===== src/rtl/sim_unisim_pkg.sv =====
// Shared types and helpers for the simulation-only deserializer models.
package sim_unisim_pkg;

   localparam int unsigned MAX_DESER_WIDTH = 8;

   typedef enum logic [1:0] {
      Hunt    = 2'd0,
      Check   = 2'd1,
      LockedS = 2'd2
   } lock_state_e;

   // Bits needed to hold values 0..value-1.
   function automatic int unsigned clog2(input int unsigned value);
      int unsigned res;
      res = 0;
      for (int unsigned i = 0; i < 32; i++) begin
         if ((32'd1 << i) < value) res = i + 1;
      end
      return res;
   endfunction

endpackage


===== src/rtl/sim_period_mon.sv =====
// Measures the divided-clock period from its rise strobe and tracks lock.
module sim_period_mon
   import sim_unisim_pkg::*;
#(
   parameter int unsigned DATA_WIDTH = 4,
   parameter int unsigned LOCK_COUNT = 3
) (
   input  logic clk_i,
   input  logic rst_ni,
   input  logic rise_i,
   output logic locked_o,
   output logic period_err_o
);

   localparam int unsigned PerMax = 2 * DATA_WIDTH - 1;
   localparam int unsigned PerW   = clog2(2 * DATA_WIDTH);
   localparam int unsigned GoodW  = clog2(LOCK_COUNT + 1);

   lock_state_e      state_q;
   logic [PerW-1:0]  per_q;
   logic [GoodW-1:0] good_q;
   logic             locked_q;
   logic             err_q;

   logic [PerW:0] period;
   logic          period_ok;
   logic          per_sat;
   logic          good_done;

   // Period seen at a rise counts the rise cycle itself, hence the +1.
   assign period    = {1'b0, per_q} + (PerW+1)'(1);
   assign period_ok = (period == (PerW+1)'(DATA_WIDTH));
   assign per_sat   = (per_q == PerW'(PerMax));
   assign good_done = ((good_q + GoodW'(1)) == GoodW'(LOCK_COUNT));

   always_ff @(posedge clk_i) begin
      if (!rst_ni) begin
         state_q  <= Hunt;
         per_q    <= '0;
         good_q   <= '0;
         locked_q <= 1'b0;
         err_q    <= 1'b0;
      end else begin
         err_q <= 1'b0;
         if (rise_i) begin
            per_q <= '0;
         end else if (!per_sat) begin
            per_q <= per_q + PerW'(1);
         end

         case (state_q)
            Hunt: begin
               if (rise_i) begin
                  state_q <= Check;
                  good_q  <= '0;
               end
            end
            Check: begin
               if (rise_i) begin
                  if (!period_ok) begin
                     good_q <= '0;
                  end else if (good_done) begin
                     state_q  <= LockedS;
                     locked_q <= 1'b1;
                     good_q   <= '0;
                  end else begin
                     good_q <= good_q + GoodW'(1);
                  end
               end
            end
            LockedS: begin
               // A missing rise is caught once the counter saturates.
               if ((rise_i && !period_ok) || (!rise_i && per_sat)) begin
                  state_q  <= Check;
                  locked_q <= 1'b0;
                  err_q    <= 1'b1;
                  good_q   <= '0;
               end
            end
            default: begin
               state_q  <= Hunt;
               locked_q <= 1'b0;
               good_q   <= '0;
            end
         endcase
      end
   end

   assign locked_o     = locked_q;
   assign period_err_o = err_q;

endmodule


===== src/rtl/sim_deser.sv =====
// Simulation deserializer: shifts D every CLK and captures a word per CLKDIV_IN
// rise, delayed by a bitslip-controlled offset.
module sim_deser
   import sim_unisim_pkg::*;
#(
   parameter int unsigned             DATA_WIDTH = 4,
   parameter int unsigned             LOCK_COUNT = 3,
   parameter logic [DATA_WIDTH-1:0]   INIT_Q     = '0
) (
   input  logic                  CLK,
   input  logic                  RST_N,
   input  logic                  D,
   input  logic                  CLKDIV_IN,
   input  logic                  CE,
   input  logic                  BITSLIP,
   output logic [DATA_WIDTH-1:0] Q,
   output logic                  Q_VALID,
   output logic                  LOCKED,
   output logic                  PERIOD_ERR
);

   localparam int unsigned OfsW = clog2(DATA_WIDTH);

   // Only the W-1 newest bits are ever needed: the capture window adds D itself.
   logic [DATA_WIDTH-2:0] hist_q;
   logic [DATA_WIDTH-1:0] q_q;
   logic                  valid_q;
   logic                  div_q;
   logic                  slip_q;
   logic [OfsW-1:0]       ofs_q, ofs_d;
   logic [OfsW-1:0]       cnt_q, cnt_d;
   logic                  pend_q, pend_d;

   logic                  rise;
   logic                  slip_ev;
   logic                  capture;
   logic [DATA_WIDTH-1:0] window;

   assign rise    = CLKDIV_IN & ~div_q;
   assign slip_ev = BITSLIP & ~slip_q;
   assign window  = {hist_q, D};
   assign capture = (rise && (ofs_q == '0)) ||
                    (!rise && pend_q && (cnt_q == OfsW'(1)));

   always_comb begin
      ofs_d  = ofs_q;
      cnt_d  = cnt_q;
      pend_d = pend_q;
      if (slip_ev) begin
         ofs_d = (ofs_q == OfsW'(DATA_WIDTH - 1)) ? '0 : ofs_q + OfsW'(1);
      end
      // A rise restarts the countdown, dropping any capture still pending.
      if (rise) begin
         cnt_d  = ofs_q;
         pend_d = (ofs_q != '0);
      end else if (pend_q) begin
         cnt_d  = cnt_q - OfsW'(1);
         pend_d = (cnt_q != OfsW'(1));
      end
   end

   always_ff @(posedge CLK) begin
      if (!RST_N) begin
         hist_q  <= '0;
         q_q     <= INIT_Q;
         valid_q <= 1'b0;
         div_q   <= 1'b0;
         slip_q  <= 1'b0;
         ofs_q   <= '0;
         cnt_q   <= '0;
         pend_q  <= 1'b0;
      end else begin
         div_q   <= CLKDIV_IN;
         slip_q  <= BITSLIP;
         ofs_q   <= ofs_d;
         cnt_q   <= cnt_d;
         pend_q  <= pend_d;
         valid_q <= capture & CE;
         if (CE) begin
            hist_q <= window[DATA_WIDTH-2:0];
         end
         if (capture && CE) begin
            q_q <= window;
         end
      end
   end

   sim_period_mon #(
      .DATA_WIDTH (DATA_WIDTH),
      .LOCK_COUNT (LOCK_COUNT)
   ) u_period_mon (
      .clk_i        (CLK),
      .rst_ni       (RST_N),
      .rise_i       (rise),
      .locked_o     (LOCKED),
      .period_err_o (PERIOD_ERR)
   );

   assign Q       = q_q;
   assign Q_VALID = valid_q;

endmodule


===== config.mk =====
export PLATFORM = sky130hd
export DESIGN_NAME = sim_deser
export DESIGN_NICKNAME = d
export VERILOG_FILES = /design/src/rtl/sim_unisim_pkg.sv /design/src/rtl/sim_period_mon.sv /design/src/rtl/sim_deser.sv
export SDC_FILE = /design/constraint.sdc
export NUM_CORES = 1
export LEC_CHECK = 0
export CAP_MARGIN = 20
export CELL_PAD_IN_SITES_DETAIL_PLACEMENT = 0
export CELL_PAD_IN_SITES_GLOBAL_PLACEMENT = 1
export CORE_ASPECT_RATIO = 1.4
export CORE_MARGIN = 2
export CORE_UTILIZATION = 41
export DETAILED_ROUTE_END_ITERATION = 12
export PLACE_DENSITY = 0.83
export REMOVE_ABC_BUFFERS = 1
export SLEW_MARGIN = 15
export SYNTH_ARGS = -nofsm -noshare
export SYNTH_HDL_FRONTEND = slang
export SYNTH_SLANG_ARGS = --single-unit

===== constraint.sdc =====
create_clock -name CLK -period 2.4 [get_ports CLK]
set_input_delay 0.6 -clock CLK [delete_from_list [all_inputs] [get_ports CLK]]
set_output_delay 0.6 -clock CLK [all_outputs]
set_load 0.02 [all_outputs]

======== Word level (Yosys, flattened, before mapping) ========
Cells that the tools add are included.
word-level totals
  register bits ........................... 24
  input port bits ......................... 6
  output and inout bits ................... 7
  logic and storage cells ................. 80
cells by class
  add/sub/neg operators ................... 5
  equal/unequal tests ..................... 13
  mux-type cells .......................... 23
  bitwise logic cells ..................... 7
  reduce and logical (&&, ||, !) cells .... 19
operator list
  kind                   number
  $mux W2                13
  $pmux W2 S3            2
  $reduce_and A5 Y1      2
  $ne A2 B1 Y1 const B   4
  $mux W1                7
  $eq A2 B2 Y1 const B   3
  $logic_and A1 B1 Y1    6
  $add A2 B1 Y2 const B  2
  $add A3 B1 Y4 const B  1
  $eq A2 B1 Y1 const B   2
  $eq A4 B3 Y1 const B   1
  $logic_not A2 Y1       2
  $ne A2 B2 Y1 const B   2
  $not A1 Y1             4
  $reduce_bool A2 Y1     2
  $add A3 B1 Y3 const B  1
  $and A1 B1 Y1          3
  $eq A3 B3 Y1 const B   1
  $pmux W1 S3            1
  $reduce_and A3 Y1      1
  $logic_not A1 Y1       2
  $logic_or A1 B1 Y1     2
  $reduce_and A2 Y1      1
  $reduce_or A2 Y1       1
  $sub A2 B1 Y2 const B  1

======== Logic depth before layout (Yosys ltp) ========
  depth in word-level cells ............... 7
  depth in mapped cells ................... 6

======== By module ========
From an unflattened synthesis, not the netlist that was laid out.
unflattened totals
  cell total of the unflattened synthesis .. 110
  area total of the unflattened synthesis .. 1,122.3 µm²
by module, submodules not included
  module          instances  cells an instance  area each (µm²)  seq. area each (µm²)
  sim_deser       1          65                 695.7            300.3
  sim_period_mon  1          45                 426.7            180.2

======== Worst setup path before layout ========
Ideal clock, no wire load.
  kind .................................... register to register
  start point ............................. register u_period_mon.per_q[0]
  end point ............................... register u_period_mon.good_q[0]
  library setup time ...................... 117 ps
  arrival time ............................ 1,542 ps
  data required time ...................... 2,283 ps
  slack ................................... 740 ps
  stages on the path, launching flop included .. 7
  buffers on the path ..................... 1
  clock period less this slack ............ 1,660 ps
  path through ............................ dfxtp_1 ha_1 ha_1 clkbuf_1 o21ai_0 a32o_2 a32o_2
between the ends
  word-level cells in the longest chain between the ends .. 7
  elaborated cells between the ends (all ways) .. 12
  classes of those cells .................. add/sub (1); eq/ne (3); mux (3); reduce/logical (5)
RTL lines
  item                                RTL line              source
  from (decl)                         sim_period_mon.sv:20  logic [PerW-1:0] per_q;
  from (signal assigned)              sim_period_mon.sv:48  per_q <= per_q + PerW'(1);
  $add A3 B1 Y4                       sim_period_mon.sv:31  assign period = {1'b0, per_q} + (PerW+1)'(1);
  $eq A4 B3 Y1                        sim_period_mon.sv:32  assign period_ok = (period == (PerW+1)'(DATA_WIDTH));
  $logic_not A1 Y1                    n/a
  $logic_and A1 B1 Y1                 sim_period_mon.sv:73  if ((rise_i && !period_ok) || (!rise_i && per_sat)) begin
  $logic_or A1 B1 Y1                  sim_period_mon.sv:73
  $ne A2 B1 Y1 (no source line)       n/a
  $reduce_and A3 Y1 (no source line)  n/a
  to (signal assigned)                sim_period_mon.sv:67  good_q <= good_q + GoodW'(1);
  to (decl)                           sim_period_mon.sv:21  logic [GoodW-1:0] good_q;
Parallel ways exist; a longest one is shown, timed or not. The select of a mux whose other input is x is not followed.
A chain may end at the register's enable or synchronous reset.

======== Worst setup path in the final report ========
  start point ............................. register q_q[2], in the netlist Q[2]
  end point ............................... output port Q[2]
RTL lines
  item                    RTL line         source
  from (decl)             sim_deser.sv:26  logic [DATA_WIDTH-1:0] q_q;
  from (signal assigned)  sim_deser.sv:83  q_q <= window;
  to (decl)               sim_deser.sv:16  output logic [DATA_WIDTH-1:0] Q,
No word-level cell between the ends.

==> out/summary.txt <==
status = finished clean
met3 Use GR = 0.0330
chip height = 65.6 µm
CP bufs+invs = 1
crit-path max cell delay = 610 ps
# hold bufs at CTS = 0
worst hold path type = reg -> reg
GR peak layer = met2
Resized cells post-CTS = 0
Net Sw Frac = 0.235
MaxCap Viol Count = 0
mux contribution to synthesized area = 0.0901
largest family of logic cells by synthesized area = simple AND/OR/NAND/NOR gates
post-synth cell types = 31
delay-heaviest family, CP = buffers and inverters
critical path peak fanout = 2
clk_skew = 4.94 ps
layout cells sized above 1 = 0.0787
Synth Register Bits = 24
TritonCTS Buffers = 3
fin. max-slew vios = 0
Avg WL per Cell = 10.8 µm
most frequent cells in the layout = dfxtp_1 (24), nand2_1 (17), clkdlybuf4s50_1 (12), mux2i_1 (10), nor2b_1 (8)
clk buf depth = 2
Post-Synth XOR/XNOR Area = 0.0158
Cells after Synth = 116
Overflow after GRT = 0
clock share of power = 0.244
Reg clk slew, reported paths = 120 ps
Pint = 0.514 mW
Num Clock Sinks = 24
CP Capture Type = output pin
total design power = 0.672 mW
crit path launch type = flip-flop
slew margin rel. = 0.722
total I/O pin count = 13
Ant. Diodes = 0
compound-cell area share of the yosys netlist = 0.141
RSZ-0062 raised after global routing = false
GR Util met1 = 0.154
first-pass GRT wire length = 3.04 mm
Crit path arrival time = 1270 ps
Post-Synth Simple-Gate Area = 0.216
Seq/Total Area, Yosys = 0.432
starting density of the core = 0.429
Antenna Violating Nets Remaining = 0
setup TNS = 0 ps
1st-iter DRT viols = 24
commonest non-fill, non-tap cell in the layout = dfxtp_1
Peak VDD IR = 0.399 mV
Critical Path, Cell by Cell = clkdlybuf4s50_1
CTS H-tree lvls = 1
final wirelength = 1.77 mm
P_sw = 0.158 mW
row count = 22
Die X = 48.0 µm
initial antenna violation count = 0
DRC viols = 0
routed via count = 798
synthesized-area fraction occupied by adder cells = 0.0676
ranking of synthesized cells by area = dfxtp_1 (43%), mux2i_1 (9.0%), ha_1 (6.8%)
die area = 3150 µm²
GP Congestion = 0.773
Synth Cell Area = 1110 µm²
combinational share of power = 0.119
largest net degree at the start of global routing = 26
Worst-Margin Slew = 417 ps
TritonCTS clock tree = done
met2 GRT Util = 0.223
cell count after placement = 160
Fin. Hold Viols = 0
Lkg Pwr = 0.528 nW
P&R area growth vs syn = 15.5%
Clock Tree Root = clkbuf_4
Yosys top cell by area = dfxtp_1
sequential share of power = 0.637
Avg Cell Area, Syn = 9.58 µm²
Setup Buffers After CTS = 0
fmax = 536 MHz
top cell type's share of synthesized area = 0.432
final worst path period need = 1870 ps
core area = 2590 µm²
vias in the first global route = 777
PortBufs = 12
Filler cells = 265
DP Wirelength = 1.35 mm
number of vias per cell = 4.90
Syn. warnings = 0
Non-Filler Instances = 163
CP max-delay cell = clkdlybuf4s50_1
critical path required time = 1800 ps
PD cells = 523 nW/µm²
first-pass iteration count of the detailed router = 4
Clk Latency, worst-skew pair = 300 ps
final period utilization = 0.778
net count reported at finish = 141
critical path class = reg -> out
# setup viols final = 0
GRT Overall Usage = 0.133
area by class of cell:
cell class | instances | area (µm²) | area share
clock buffer | 3 | 22.5 | 0.0175
inverter | 3 | 11.3 | 0.00877
tap | 36 | 45.0 | 0.0351
sequential | 24 | 480 | 0.374
timing repair buffer | 14 | 135 | 0.105
multi-input combinational | 83 | 589 | 0.459
cell families (layout without fill, tap and decap cells):
| group | count (synthesis) | after routing |
|---|---|---|
| adders and majority gates | 6 | 6 |
| xor gates and xnor gates | 2 | 2 |
| muxes | 10 | 10 |
| DFF | 24 | 24 |
| AOI/OAI and AO/OA | 18 | 18 |
| buffers and inverters | 9 | 20 |
| and+or+nand+nor | 47 | 47 |
flip-flops by register name, indices dropped and copies added (netlist names):
register and flops:
Q 4, Q_VALID 1, cnt_q 2, div_q 1
hist_q 3, ofs_q 2, pend_q 1, slip_q 1
u_period_mon.good_q 2, u_period_mon.locked_o 1, u_period_mon.per_q 3, u_period_mon.period_err_o 1
u_period_mon.state_q 2
power groups by stage:
stage	Sequential (mW)	Clock [mW]	Combinational [mW]
after floorplan	0.437	0	0.0478
after global placement	0.437	0	0.0786
after detailed placement	0.438	0	0.0806
after CTS	0.429	0.175	0.0813
after global routing	0.431	0.189	0.0910
final	0.428	0.164	0.0796
cell usage after synthesis:
library cell / n
a21boi_1: 1
a21boi_2: 1
a21oi_1: 4
a311oi_4: 1
a32o_2: 3
and2_1: 3
and2b_1: 1
and3b_1: 2
and4_1: 1
buf_6: 1
clkbuf_1: 5
dfxtp_1: 24
ha_1: 6
inv_1: 3
mux2i_1: 10
nand2_1: 17
nand2b_1: 2
nand3_1: 2
nand3b_1: 1
nor2_1: 7
nor2b_1: 8
nor3_1: 2
nor3b_1: 1
o211a_1: 2
o211ai_1: 1
o21a_1: 1
o21ai_0: 1
o21ai_1: 2
o31ai_1: 1
xnor2_1: 1
xor2_1: 1
per-stage QoR:
step	instance area [µm²]	worst slack (ps)	hold WS, ps	utilization
after global placement	1260	339	444	0.487
after floorplan	1080	781	437	-
after CTS	1280	514	474	0.496
final	1280	533	467	0.496
after global routing	1280	461	490	0.496
after detailed placement	1260	283	459	0.487
path summary, 6_finish.rpt:
check                                           from                              endpoint  slack [ps]  depth (start not counted)
setup / recovery                   Q[2]$_SDFFE_PN0P_                                  Q[2]         530                          1
hold / removal                     Q[0]$_SDFFE_PN0P_                     Q[0]$_SDFFE_PN0P_         470                          2
setup reg to reg  u_period_mon.per_q[0]$_SDFFE_PP0N_  u_period_mon.state_q[0]$_SDFFE_PN0P_         630                          6
hold reg to reg                    Q[0]$_SDFFE_PN0P_                     Q[0]$_SDFFE_PN0P_         470                          2
routing by layer:
layer / wire, µm / vias to the layer above
li1: - / 416
met1: 782 / 368
met2: 908 / 12
met3: 55 / 2
met4: 21 / 0
met5: 0 / -
Note: power is estimated with default switching activity, not from simulation.
